==> src/rtl/cdpga_chk_pkg.sv <==
// Shared types and helpers for the cdpga `out` bus checker.
// The gray2bin helper only exists when CDPGA_CHK_GRAY_EN is defined.
package cdpga_chk_pkg;

  typedef enum logic {SEARCH = 1'b0, LOCK = 1'b1} state_t;

  localparam int ERR_CNT_W = 16;

`ifdef CDPGA_CHK_GRAY_EN
  // Wide enough for any practical bus; zero-extended upper bits do not
  // disturb the lower bits of the conversion.
  localparam int GRAY_MAX_W = 64;

  function automatic logic [GRAY_MAX_W-1:0] gray2bin(input logic [GRAY_MAX_W-1:0] g);
    logic [GRAY_MAX_W-1:0] b;
    b[GRAY_MAX_W-1] = g[GRAY_MAX_W-1];
    for (int i = GRAY_MAX_W-2; i >= 0; i--) b[i] = b[i+1] ^ g[i];
    return b;
  endfunction
`endif

endpackage

==> src/rtl/cdpga_sync_settle.sv <==
// Two-flop bitwise synchronizer for the asynchronous bus plus a settle
// filter: a synchronized value is offered for acceptance once it has held
// for SETTLE cycles and differs from the last accepted value.
module cdpga_sync_settle
  import cdpga_chk_pkg::*;
#(
  parameter int W      = 20,
  parameter int SETTLE = 2
) (
  input  logic         clk,
  input  logic         rst_n,
  input  logic [W-1:0] din,
  input  logic [W-1:0] last_val,
  output logic         acc_stb,
  output logic [W-1:0] acc_val
);

  // +2 keeps the counter at least one bit wide for tiny SETTLE values
  localparam int HW = $clog2(SETTLE + 2);

  logic [W-1:0]  meta;
  logic [W-1:0]  s;
  logic [HW-1:0] hcnt;   // cycles s has held its current value, capped at SETTLE

  // synchronizer stages and hold counter; a change restarts the count at 1
  always_ff @(posedge clk) begin
    if (!rst_n) begin
      meta <= '0;
      s    <= '0;
      hcnt <= '0;
    end else begin
      meta <= din;
      s    <= meta;
      if (meta != s)                hcnt <= HW'(1);
      else if (hcnt != HW'(SETTLE)) hcnt <= hcnt + 1'b1;
    end
  end

  assign acc_val = s;
  assign acc_stb = (hcnt == HW'(SETTLE)) && (s != last_val);

endmodule

==> config.mk <==
export PLATFORM = sky130hd
export DESIGN_NAME = cdpga_sync_settle
export DESIGN_NICKNAME = d
export VERILOG_FILES = /design/src/rtl/cdpga_chk_pkg.sv /design/src/rtl/cdpga_sync_settle.sv
export SDC_FILE = /design/constraint.sdc
export NUM_CORES = 1
export LEC_CHECK = 0
export BUFFER_PORTS_ARGS = -buffer_cell sky130_fd_sc_hd__buf_4
export CAP_MARGIN = 10
export CORE_MARGIN = 8
export CORE_UTILIZATION = 25
export CTS_CLUSTER_DIAMETER = 150
export DETAILED_ROUTE_END_ITERATION = 8
export PLACE_DENSITY_LB_ADDON = 0.05
export SYNTH_ARGS = -nofsm -noshare
export SYNTH_HDL_FRONTEND = slang
export SYNTH_SLANG_ARGS = --single-unit
==> constraint.sdc <==
create_clock -name clk -period 1.8 [get_ports clk]
set_input_delay 0.36 -clock clk [delete_from_list [all_inputs] [get_ports clk]]
set_output_delay 0.36 -clock clk [all_outputs]
set_load 0.02 [all_outputs]
==> results of run 1 <==
[cells in the final DEF (no fill, tap or decap)]
cell,n
nor3_1,1
o31a_1,2
buf_6,1
o21ai_0,1
clkinv_2,1
nor4_2,1
inv_1,1
nand4_1,2
xnor2_1,9
xor2_1,32
clkbuf_1,1
ha_1,1
nand2_1,3
nor4_1,7
clkbuf_8,6
nand3_1,2
dfxtp_1,39
and2_1,40
buf_4,69
dfxtp_2,3
[repair_timing]
action / 4_1_cts / 5_1_grt
pin swaps: 3 / 3
endpoints found under the setup margin: 1 / 1
gates resized for setup: 3 / 2
[logic make-up (layout without fill, tap and decap cells)]
| group | Yosys count | after routing | share of synthesized area, % |
|---|---|---|---|
| flip-flops | 42 | 42 | 52.8 |
| AND/OR/NAND/NOR | 56 | 56 | 21.3 |
| XOR/XNOR | 41 | 41 | 22.5 |
| buffers and inverters | 5 | 79 | 1.18 |
| AO/OA/AOI/OAI | 3 | 3 | 1.41 |
| adder cells (fa/ha/maj) | 1 | 1 | 0.785 |
[layout make-up]
class | count | area, um2
fill | 649 | 3940
sequential | 42 | 845
multi-input combinational | 101 | 739
timing repair buffer | 70 | 529
tap | 77 | 96.3
clock buffer | 7 | 86.3
clock inverter | 1 | 5.00
inverter | 1 | 3.75
[power by group]
part	switching (W)	leakage, nW	internal [W]
clock	0.000305	0.0482	0.000309
combinational	0.000107	0.713	0.000149
sequential	0.0000314	0.349	0.000973
[sequential cells by signal, summed over array words and instances (netlist names)]
name,count
hcnt,2
meta,20
acc_val,20
[metrics by stage]
step                total power (W)  hold WS [ps]  utilization (%)  worst slack [ps]
finish                      0.00187           274             36.9              -182
detailed placement          0.00129           460             35.2              -188
global route                0.00198           253             36.9              -266
global placement            0.00128           454             35.2              -178
CTS                         0.00192           264             36.8              -245
floorplan                   0.00114           450                -               144
[path summary, 6_finish.rpt]
kind | startpoint | to | slack [ps] | cells past startpoint
min | din[12] | meta[12]$_SDFF_PN0_ | 270 | 2
max | acc_val[6]$_SDFF_PN0_ | acc_stb | -180 | 5
min reg2reg | meta[1]$_SDFF_PN0_ | acc_val[1]$_SDFF_PN0_ | 480 | 1
max reg2reg | acc_val[17]$_SDFF_PN0_ | hcnt[0]$_SDFFE_PN0P_ | 270 | 5
[per-layer routing]
layer	part of all wire, %	vias up	GRT usage, %
li1	-	617	-
met1	43	542	10.7
met2	49	32	14.9
met3	6.5	6	3.12
met4	1.5	0	4.61
met5	0	-	0
==> reports/results.md, run 1 <==
| Item | Reported |
| --- | --- |
| Result of the run | finished, violations left |
| Failing checks | negative setup slack |
| Final period util | 110% |
| Area share of the largest cell type after synthesis | 52.8% |
| Number of sinks handled by clock tree synthesis | 42 |
| Count of distinct cell types in the synthesized netlist | 14 |
| Avg Cell Area, Syn | 10.8 um2 |
| Core box area | 6240 um2 |
| Max FO, Critical Path | 2 |
| Number of global-route vias before repair | 1,307 |
| Crit path buffers/inverters | 1 |
| Hold-fix buffer count after cts | 0 |
| Yosys Warn Count | 0 |
| DRT Pass-1 Iters | 4 |
| Total GRT Usage | 9.24% |
| Die Span Y | 95.8 um |
| Seq cells post-synth | 42 |
| Port Buffer Count | 62 |
| TritonCTS clock tree | built |
| Htree depth | 2 |
| Clock tree root driver cell | clkbuf_8 |
| Transition at the pin with the smallest max-transition slack | 339 ps |
| Synth area leaders | dfxtp_1 53%, xor2_1 18%, and2_1 16% |
| Critical path launch point type | register |
| Gate count of the mapped netlist | 148 |
| Antenna fix cells | 0 |
| WP data arrival | 1620 ps |
| Number of placed cells counting well taps | 291 |
| Required time worst endpoint | 1440 ps |
| Initial core utilization | 25.5% |
| Die Area | 9180 um2 |
| Final global-route overflow total | 0 |
| Vias after detailed routing | 1,197 |
| Global-route wire length before repair | 6.40 mm |
| Setup bufs post-CTS | 0 |
| Drt first-iter violations | 75 |
| Most instantiated cells after synthesis | 42 x dfxtp_1, 40 x and2_1, 32 x xor2_1 |
| Library cell occupying the most area in the post-synthesis netlist | dfxtp_1 |
| Detail-routed net length per standard cell | 13.5 um |
| Portion of the post-synthesis area used by sequential elements | 52.8% |
| Final worst clock skew | 3.72 ps |
| Dominant cell by count in the synthesized netlist | dfxtp_1 |
| Number of enable-type register cells in the synthesized netlist | 0 |
| HPWL after DPL | 3.20 mm |
| RD Place Congestion | 0.683 |
| Hold Vio Cnt, Final | 0 |
| Die span in x | 95.8 um |
| Shortest period the worst path allows | 1980 ps |
| Crit path max-delay cell type | dfxtp_2 |
| Num CTS Buffers | 5 |
| Worst Setup End Kind | output pin |
| Hold crit path type | in2reg |
| Unrepaired setup endpoints after global routing | yes |
| Ports placed on the boundary | 63 |
| Fmax achieved | 505 MHz |
| Primary flip-flop cell chosen by synthesis mapping | dfxtp_1 |
| Maximum buffer depth of the clock tree | 2 |
| Remaining number of nets flagged by the antenna check after routing | 0 |
| Number of max-capacitance violations reported | 0 |
| Total cell area at the placement stage | 2200 um2 |
| Nets | 264 |
| Crit path cell chain | xor2_1 > nor4_1 > nand3_1 > o31a_1 > buf_6 |
| Highest cell delay on the worst timing path | 330 ps |
| Netlist Area Pre-Place | 1590 um2 |
| Final WL | 4.05 mm |
| Total negative slack | -182 ps |
| Category of the critical setup timing path | reg2out |
| Kind of cell adding the most delay to the critical path | simple AND/OR/NAND/NOR gates |
| Proportion of register bits with asynchronous set or reset after synthesis | 0% |
| Non-filler cells in the finished layout | 299 |
| Antenna violations before repair | 0 |
| Post-synthesis net count | 191 |
| Fin area | 2300 um2 |
| Final max-slew violation count | 0 |
| Clock latency reported for the late side of the worst-skew pair | 290 ps |
| Final setup violation count | 1 |
| Area Overhead vs Synth | 44.7% |
| IR drop worst, VDD | 0.301 mV |
| Final worst-path setup slack | -182 ps |
| Via density | 4.00 |
| Cell Pwr Density | 813 nW/um2 |
| Fraction of final layout cells with drive strength greater than 1 | 36.5% |
| Post-CTS clock slew at the launch and capture registers of the worst setup and hold paths | 80 ps |
| Relative slew slack | 77.2% |
| Count of standard-cell rows | 29 |
| Leak | 1.11 nW |
| DRC violation count after routing | 0 |
| Pin count of the biggest net entering global routing | 43 |
No activity file was read; power rests on OpenSTA's default activity.
==> run 2: changes to the inputs <==
--- a/config.mk
+++ b/config.mk
@@ -11,7 +11,7 @@
 export CORE_UTILIZATION = 25
 export CTS_CLUSTER_DIAMETER = 150
 export DETAILED_ROUTE_END_ITERATION = 8
-export PLACE_DENSITY_LB_ADDON = 0.05
+export PLACE_DENSITY = 0.55
 export SYNTH_ARGS = -nofsm -noshare
 export SYNTH_HDL_FRONTEND = slang
 export SYNTH_SLANG_ARGS = --single-unit
==> run 2 against run 1 <==
The flow still finishes with violations (negative setup slack). Combinational power about the same. Total power up 6.0%. Register-to-register slack is essentially flat. Utilization is 0.60 points higher. Clock-buffer cell count down 1. Critical path depth is 1 higher. Critical endpoint unchanged. Highest routed layer unchanged.
==> reports/results.md, run 2 (synthesis gave the netlist of run 1 again) <==
| Item | Reported | Change |
| --- | --- | --- |
| Number of max-capacitance violations reported | 0 | unchanged |
| Total cell area at the placement stage | 2210 um2 | +0.68% |
| Non-filler cells in the finished layout | 301 | +0.67% |
| Port Buffer Count | 62 | unchanged |
| Area Overhead vs Synth | 47.1% |  |
| Footprint of the multi-input gates | 746 um2 | +0.85% |
| Pre-CTS setup slack | -217 ps | -28.6 ps |
| Die Area | 9180 um2 | unchanged |
| Number of placed cells counting well taps | 293 | +0.69% |
| Die Span Y | 95.8 um | unchanged |
| Htree depth | 2 | unchanged |
| Final setup violation count | 1 | unchanged |
| Count of standard-cell rows | 29 | unchanged |
| Fin area | 2340 um2 | +1.6% |
| TritonCTS clock tree | built |  |
| Final WL | 3.72 mm | -8.1% |
| Failing checks | negative setup slack |  |
| Number of global-route vias before repair | 1,258 | -3.7% |
| Via density | 3.89 | -2.7% |
| Number of cells on the worst hold path | 2 | unchanged |
| Transition at the pin with the smallest max-transition slack | 352 ps | +13.0 ps |
| Shortest period the worst path allows | 1990 ps | +5.05 ps |
| Sw Share | 22.7% | -1.0 points |
| Antenna fix cells | 0 | unchanged |
| Worst Setup End Kind | output pin |  |
| WP data arrival | 1630 ps | about the same |
| Pin count of the biggest net entering global routing | 43 | unchanged |
| Ports placed on the boundary | 63 | unchanged |
| Commonest non-fill, non-tap cells in the layout | 71 x buf_4, 41 x dfxtp_1, 40 x and2_1 |  |
| Post-CTS clock slew at the launch and capture registers of the worst setup and hold paths | 80 ps | about the same |
| Final max-slew violation count | 0 | unchanged |
| Number of sinks handled by clock tree synthesis | 42 | unchanged |
| Maximum buffer depth of the clock tree | 2 | unchanged |
| HPWL after DPL | 2.96 mm | -7.4% |
| Clock tree root driver cell | clkbuf_8 |  |
| Clock latency reported for the late side of the worst-skew pair | 280 ps | about the same |
| DRT Pass-1 Iters | 4 | unchanged |
| Category of the critical setup timing path | reg2out |  |
| Relative slew slack | 76.3% | -0.87 points |
| Required time worst endpoint | 1440 ps | about the same |
| Hold-fix buffer count after cts | 0 | unchanged |
| Cell Pwr Density | 849 nW/um2 | +4.3% |
| Final global-route overflow total | 0 | unchanged |
| Total GRT Usage | 8.49% | -0.74 points |
| Fmax achieved | 503 MHz | -0.25% |
| Hold Vio Cnt, Final | 0 | unchanged |
| Final worst clock skew | 6.49 ps | +2.77 ps |
| Remaining number of nets flagged by the antenna check after routing | 0 | unchanged |
| RD Place Congestion | 0.713 | +4.4% |
| Fraction of final layout cells with drive strength greater than 1 | 36.6% | +0.12 points |
| IR drop worst, VDD | 0.345 mV | +15% |
| Leak | 1.12 nW | +1.2% |
| Combinational share of power | 13.0% | -0.6 points |
| Unrepaired setup endpoints after global routing | yes |  |
| Antenna violations before repair | 0 | unchanged |
| Clock network fraction of design power | 36.6% | +3.8 points |
| Leading cell type in the layout, fill and taps excluded | buf_4 |  |
| Final period util | 110% | +0.28 points |
| R2R depth | 5 | unchanged |
| DRC violation count after routing | 0 | unchanged |
| Cell Int Power | 0.00154 W | +7.4% |
| Sequential fraction of design power | 50.4% | -3.2 points |
| Core box area | 6240 um2 | unchanged |
| Max FO, Critical Path | 2 | unchanged |
| Final worst-path setup slack | -187 ps | -5.05 ps |
| Initial core utilization | 25.5% | unchanged |
| Result of the run | finished, violations left |  |
| Drt first-iter violations | 7 | -91% |
| Detail-routed net length per standard cell | 12.4 um | -8.7% |
| Critical path launch point type | register |  |
| Setup bufs post-CTS | 0 | unchanged |
| Vias after detailed routing | 1,172 | -2.1% |
| Hold crit path type | in2reg |  |
| Count of fill cells added during filler insertion | 662 | +2.0% |
| Nets | 266 | +0.76% |
| Global-route wire length before repair | 5.87 mm | -8.3% |
| Switching power of the nets | 0.000450 W | +1.5% |
| Die span in x | 95.8 um | unchanged |
| Register cell area after layout | 842 um2 | -0.30% |
| Num CTS Buffers | 5 | unchanged |
[run 2: changes by cell type in the layout (fill, tap and decap cells not counted)]
| cell | delta |
|---|---|
| buf_4 | +2 |
| bufinv_16 | +1 |
| clkbuf_8 | -1 |
| clkinv_2 | -1 |
| clkinvlp_4 | +1 |
| dfxtp_1 | +2 |
| dfxtp_2 | -2 |
| nor4_1 | -1 |
| nor4_2 | +1 |
[run 2: per-stage QoR]
stage	TNS (ps)	total power (W)	utilization, %	hold WS, ps
final	-187	0.00199	37.5	276
after global routing	-333	0.00210	37.5	250
after CTS	-217	0.00203	37.5	262
after detailed placement	-217	0.00129	35.5	463
after global placement	-236	0.00129	35.5	455
after floorplan	0	0.00114	-	450
[run 2: layer usage]
layer / up-vias / global-route usage, % / part of all wire (%)
met3: 5 / 3.04 / 6.3
met2: 34 / 13.3 / 49
met4: 0 / 3.46 / 1.1
li1: 621 / - / -
met1: 512 / 10.4 / 44
met5: - / 0 / 0
[run 2: final cells by class]
| type | count | area share (%) |
|---|---|---|
| sequential | 42 | 36.0 |
| multi-input combinational | 101 | 31.8 |
| tap | 77 | 4.11 |
| clock inverter | 2 | 1.60 |
| timing repair buffer | 72 | 23.2 |
| inverter | 1 | 0.160 |
| clock buffer | 6 | 3.10 |
[run 2: final timing paths]
kind	startpoint	endpoint	slack, ps
min	din[6]	meta[6]$_SDFF_PN0_	280
min reg2reg	meta[14]$_SDFF_PN0_	acc_val[14]$_SDFF_PN0_	480
max	acc_val[1]$_SDFF_PN0_	acc_stb	-190
max reg2reg	acc_val[17]$_SDFF_PN0_	hcnt[0]$_SDFFE_PN0P_	260
[run 2: repair_timing]
action	in CTS	in global routing
resized for setup	4	0
setup endpoints to repair	1	1
pin swaps	2	0
[run 2: worst max-delay path: stages (launching register included)]
cell,delay (ps)
dfxtp_2,330
xor2_1,150
nor4_1,250
buf_4,150
nand3_1,70
o31a_1,260
buf_6,140
[run 2: power groups by stage]
stage	logic, W	registers, W	clock network, W
global route	0.000285	0.00101	0.000809
floorplan	0.0000975	0.00105	0
finish	0.000257	0.00100	0.000728
detailed placement	0.000261	0.00103	0
global placement	0.000261	0.00102	0
CTS	0.000266	0.00100	0.000766
==> run 3: changes to the inputs <==
--- a/config.mk
+++ b/config.mk
@@ -5,13 +5,14 @@
 export SDC_FILE = /design/constraint.sdc
 export NUM_CORES = 1
 export LEC_CHECK = 0
+export ABC_AREA = 1
 export BUFFER_PORTS_ARGS = -buffer_cell sky130_fd_sc_hd__buf_4
 export CAP_MARGIN = 10
 export CORE_MARGIN = 8
-export CORE_UTILIZATION = 25
+export CORE_UTILIZATION = 40
 export CTS_CLUSTER_DIAMETER = 150
 export DETAILED_ROUTE_END_ITERATION = 8
-export PLACE_DENSITY = 0.55
+export PLACE_DENSITY = 0.74
 export SYNTH_ARGS = -nofsm -noshare
 export SYNTH_HDL_FRONTEND = slang
 export SYNTH_SLANG_ARGS = --single-unit
==> constraint.sdc (replaced) <==
create_clock -name clk -period 1.95 [get_ports clk]
set_input_delay 0.39 -clock clk [delete_from_list [all_inputs] [get_ports clk]]
set_output_delay 0.39 -clock clk [all_outputs]
set_load 0.02 [all_outputs]
==> run 3 against run 2 <==
The run now ends clean. Die area decreased by 24%. Routed wire length decreased by 1.9%. Sequential power fell by 7%. Flip-flop and latch count unchanged. Clock-buffer cell count is the same. Critical path depth up 1. Clock power is 23% lower. Clock skew is 2.0 ps lower. Final cell count increased by 23%. Utilization rose by 18 points.
==> reports/results.md, run 3 <==
| Item | Reported | Change |
| --- | --- | --- |
| Nets | 361 | +36% |
| Final worst clock skew | 4.45 ps | -2.04 ps |
| Maximum buffer depth of the clock tree | 2 | unchanged |
| Library cell occupying the most area in the post-synthesis netlist | dfxtp_1 |  |
| Area Overhead vs Synth | 33.7% |  |
| Yosys Warn Count | 0 | unchanged |
| Post-synthesis net count | 296 | +55% |
| Non-filler cells in the finished layout | 371 | +23% |
| Area share of the largest cell type after synthesis | 46.2% | -6.6 points |
| Final max-slew violation count | 0 | unchanged |
| Category of the critical setup timing path | reg2out |  |
| Die Span Y | 83.5 um | -13% |
| Relative slew slack | 82.3% | +6.0 points |
| Clock tree root driver cell | clkbuf_8 |  |
| Count of distinct cell types in the synthesized netlist | 19 | +5 |
| Die Area | 6970 um2 | -24% |
| Core box area | 4380 um2 | -30% |
| Most frequent CP cell | nor2_1 |  |
| Shortest period the worst path allows | 1820 ps |  |
| Hold endpoint | meta[5]$_SDFF_PN0_ |  |
| Unrepaired setup endpoints after global routing | no |  |
| Max FO, Critical Path | 3 | +1 |
| Number of global-route vias before repair | 1,510 | +20% |
| Setup bufs post-CTS | 0 | unchanged |
| Gate count of the mapped netlist | 253 | +71% |
| Remaining number of nets flagged by the antenna check after routing | 0 | unchanged |
| Number of placed cells counting well taps | 363 | +24% |
| WP data arrival | 1430 ps | -200 ps |
| Final period util | 93.2% |  |
| HPWL after DPL | 3.06 mm | +3.3% |
| Highest cell delay on the worst timing path | 340 ps | about the same |
| Total GRT Usage | 10.8% | +2.3 points |
| Required time worst endpoint | 1560 ps | +120 ps |
| Post-CTS clock slew at the launch and capture registers of the worst setup and hold paths | 80 ps | about the same |
| Number of sinks handled by clock tree synthesis | 42 | unchanged |
| Count of standard-cell rows | 24 | -17% |
| Result of the run | complete, no violations |  |
| Initial core utilization | 41.6% | +16 points |
| Antenna violations before repair | 0 | unchanged |
| Transition at the pin with the smallest max-transition slack | 265 ps | -87.0 ps |
| Startpoint of the most critical hold path | din[5] |  |
| Commonest non-fill, non-tap cells in the layout | 90 x nand2_1, 63 x buf_4, 61 x inv_1 |  |
| IR drop worst, VDD | 0.439 mV | +27% |
| Drt first-iter violations | 27 | +20 |
| Crit path cell chain | xnor2_1 > nand3_1 > nor2_1 > nand2_1 > nor2_1 > a21oi_2 > buf_4 |  |
| Flop-to-flop setup slack | 860 ps | +600 ps |
| Worst Setup End Kind | output pin |  |
| Hold-fix buffer count after cts | 0 | unchanged |
| Detail-routed net length per standard cell | 9.84 um | -20% |
| Most instantiated cells after synthesis | 90 x nand2_1, 61 x inv_1, 42 x dfxtp_1 |  |
| Ports placed on the boundary | 63 | unchanged |
| Fraction of the core area covered by cells at the end of the flow | 55.5% | +18 points |
| Number of enable-type register cells in the synthesized netlist | 0 | unchanged |
| Number of cells on the worst hold path | 3 | +1 |
| Hold Vio Cnt, Final | 0 | unchanged |
| Vias after detailed routing | 1,517 | +29% |
| Netlist Area Pre-Place | 1820 um2 | +14% |
| Total negative slack | 0 ps | +187 ps |
| Dominant cell by count in the synthesized netlist | nand2_1 |  |
| Fmax achieved | 550 MHz |  |
| DRC violation count after routing | 0 | unchanged |
| Post-cts sizing count | 0 | -4 |
| TritonCTS clock tree | built |  |
| R2R depth | 7 | +2 |
| Num CTS Buffers | 5 | unchanged |
| Fraction of final layout cells with drive strength greater than 1 | 24.8% | -12 points |
| Launching point of the worst reg2reg path | acc_val[15]$_SDFF_PN0_ |  |
| Seq cells post-synth | 42 | unchanged |
| Final global-route overflow total | 0 | unchanged |
| Avg Cell Area, Syn | 7.20 um2 | -33% |
| Cell Pwr Density | 716 nW/um2 | -16% |
| Htree depth | 2 | unchanged |
| Leading cell type in the layout, fill and taps excluded | nand2_1 |  |
| Leak | 1.40 nW | +25% |
| Port Buffer Count | 62 | unchanged |
| Crit path max-delay cell type | dfxtp_2 |  |
| Via density | 4.09 | +5.0% |
| Pin count of the biggest net entering global routing | 27 | -37% |
| Final setup violation count | 0 | -1 |
| Number of max-capacitance violations reported | 0 | unchanged |
| RD Place Congestion | 0.737 | +3.3% |
| Clock latency reported for the late side of the worst-skew pair | 280 ps | about the same |
| Hold crit path type | in2reg |  |
| Synth area leaders | dfxtp_1 46%, nand2_1 19%, inv_1 13% |  |
| Critical path launch point type | register |  |
| Global-route wire length before repair | 6.27 mm | +6.7% |
| Count of fill cells added during filler insertion | 428 | -35% |
| Portion of the post-synthesis area used by sequential elements | 46.2% | -6.6 points |
| Reg-to-reg endpoint | hcnt[0]$_SDFFE_PN0P_ |  |
| Die span in x | 83.5 um | -13% |
| Proportion of register bits with asynchronous set or reset after synthesis | 0% | unchanged |
| Final WL | 3.65 mm | -1.9% |
| DRT Pass-1 Iters | 4 | unchanged |
| Primary flip-flop cell chosen by synthesis mapping | dfxtp_1 |  |
| Antenna fix cells | 0 | unchanged |
-- run 3: changes by cell type in the layout (fill, tap and decap cells not counted), moves of 3 or more --
cell     delta
nand2_1    +87
inv_1      +60
and2_1     -40
xor2_1     -29
xnor2_1    +15
nor2_1      +9
buf_4       -8
nor4_1      -6
a21oi_1     +3
-- run 3: cell families (layout without fill, tap and decap cells) --
logic type                 Yosys count  after routing  share of synthesized area [%]
and+or+nand+nor                    110            110                           24.2
buffers and inverters               68            134                           14.3
xor gates and xnor gates            27             27                           13.0
AOI/OAI and AO/OA                    5              5                           1.72
adders and majority gates            1              1                          0.687
DFF                                 42             42                           46.2
-- run 3: critical path: cells and delay by family (launching register included) --
kind | cells | cell delay [ps]
flops | 1 | 340
xor+xnor | 1 | 160
simple gates | 4 | 420
buf+inv | 1 | 160
compound gates | 1 | 70
-- run 3: how the worst max path moves through the flow --
stage | from | end | slack [ps]
3_3_place_gp | last_val[16] | acc_stb | 240
3_5_place_dp | last_val[16] | acc_stb | 220
6_report | acc_val[16]$_SDFF_PN0_ | acc_stb | 130
5_1_grt | acc_val[16]$_SDFF_PN0_ | acc_stb | 2
4_1_cts | acc_val[16]$_SDFF_PN0_ | acc_stb | 50
2_1_floorplan | acc_val[19]$_SDFF_PN0_ | acc_stb | 420
-- run 3: layer usage --
layer / GRT usage [%] / part of all wire (%)
met3: 4.69 / 7.7
met5: 0 / 0
met1: 11.6 / 43
met2: 18.2 / 48
met4: 4.24 / 1.2
-- run 3: report_power, final --
part	switching, W	total (W)	internal, W	leakage, nW
sequential	0.0000327	0.000931	0.000898	0.349
clock	0.000274	0.000558	0.000284	0.0472
combinational	0.000117	0.000255	0.000137	1.01
total	0.000424	0.00174	0.00132	1.40
-- run 3: metrics by stage --
stage / hold WS, ps / setup WS, ps / total power, W / cell area [um2]
final: 282 / 133 / 0.00174 / 2430
after global routing: 278 / 2.13 / 0.00184 / 2430
after CTS: 273 / 47.2 / 0.00177 / 2430
after detailed placement: 429 / 215 / 0.00121 / 2340
after global placement: 422 / 240 / 0.00120 / 2340
after floorplan: 420 / 419 / 0.00109 / 1820
-- run 3: area by class of cell --
cell class / count / area (um2) / share of cell area (%)
Sequential cell: 42 / 845 / 34.7
Multi-Input combinational cell: 143 / 721 / 29.6
Timing Repair Buffer: 63 / 473 / 19.4
Inverter: 63 / 236 / 9.71
Clock buffer: 6 / 82.6 / 3.39
Tap cell: 52 / 65.1 / 2.67
Clock inverter: 2 / 12.5 / 0.514
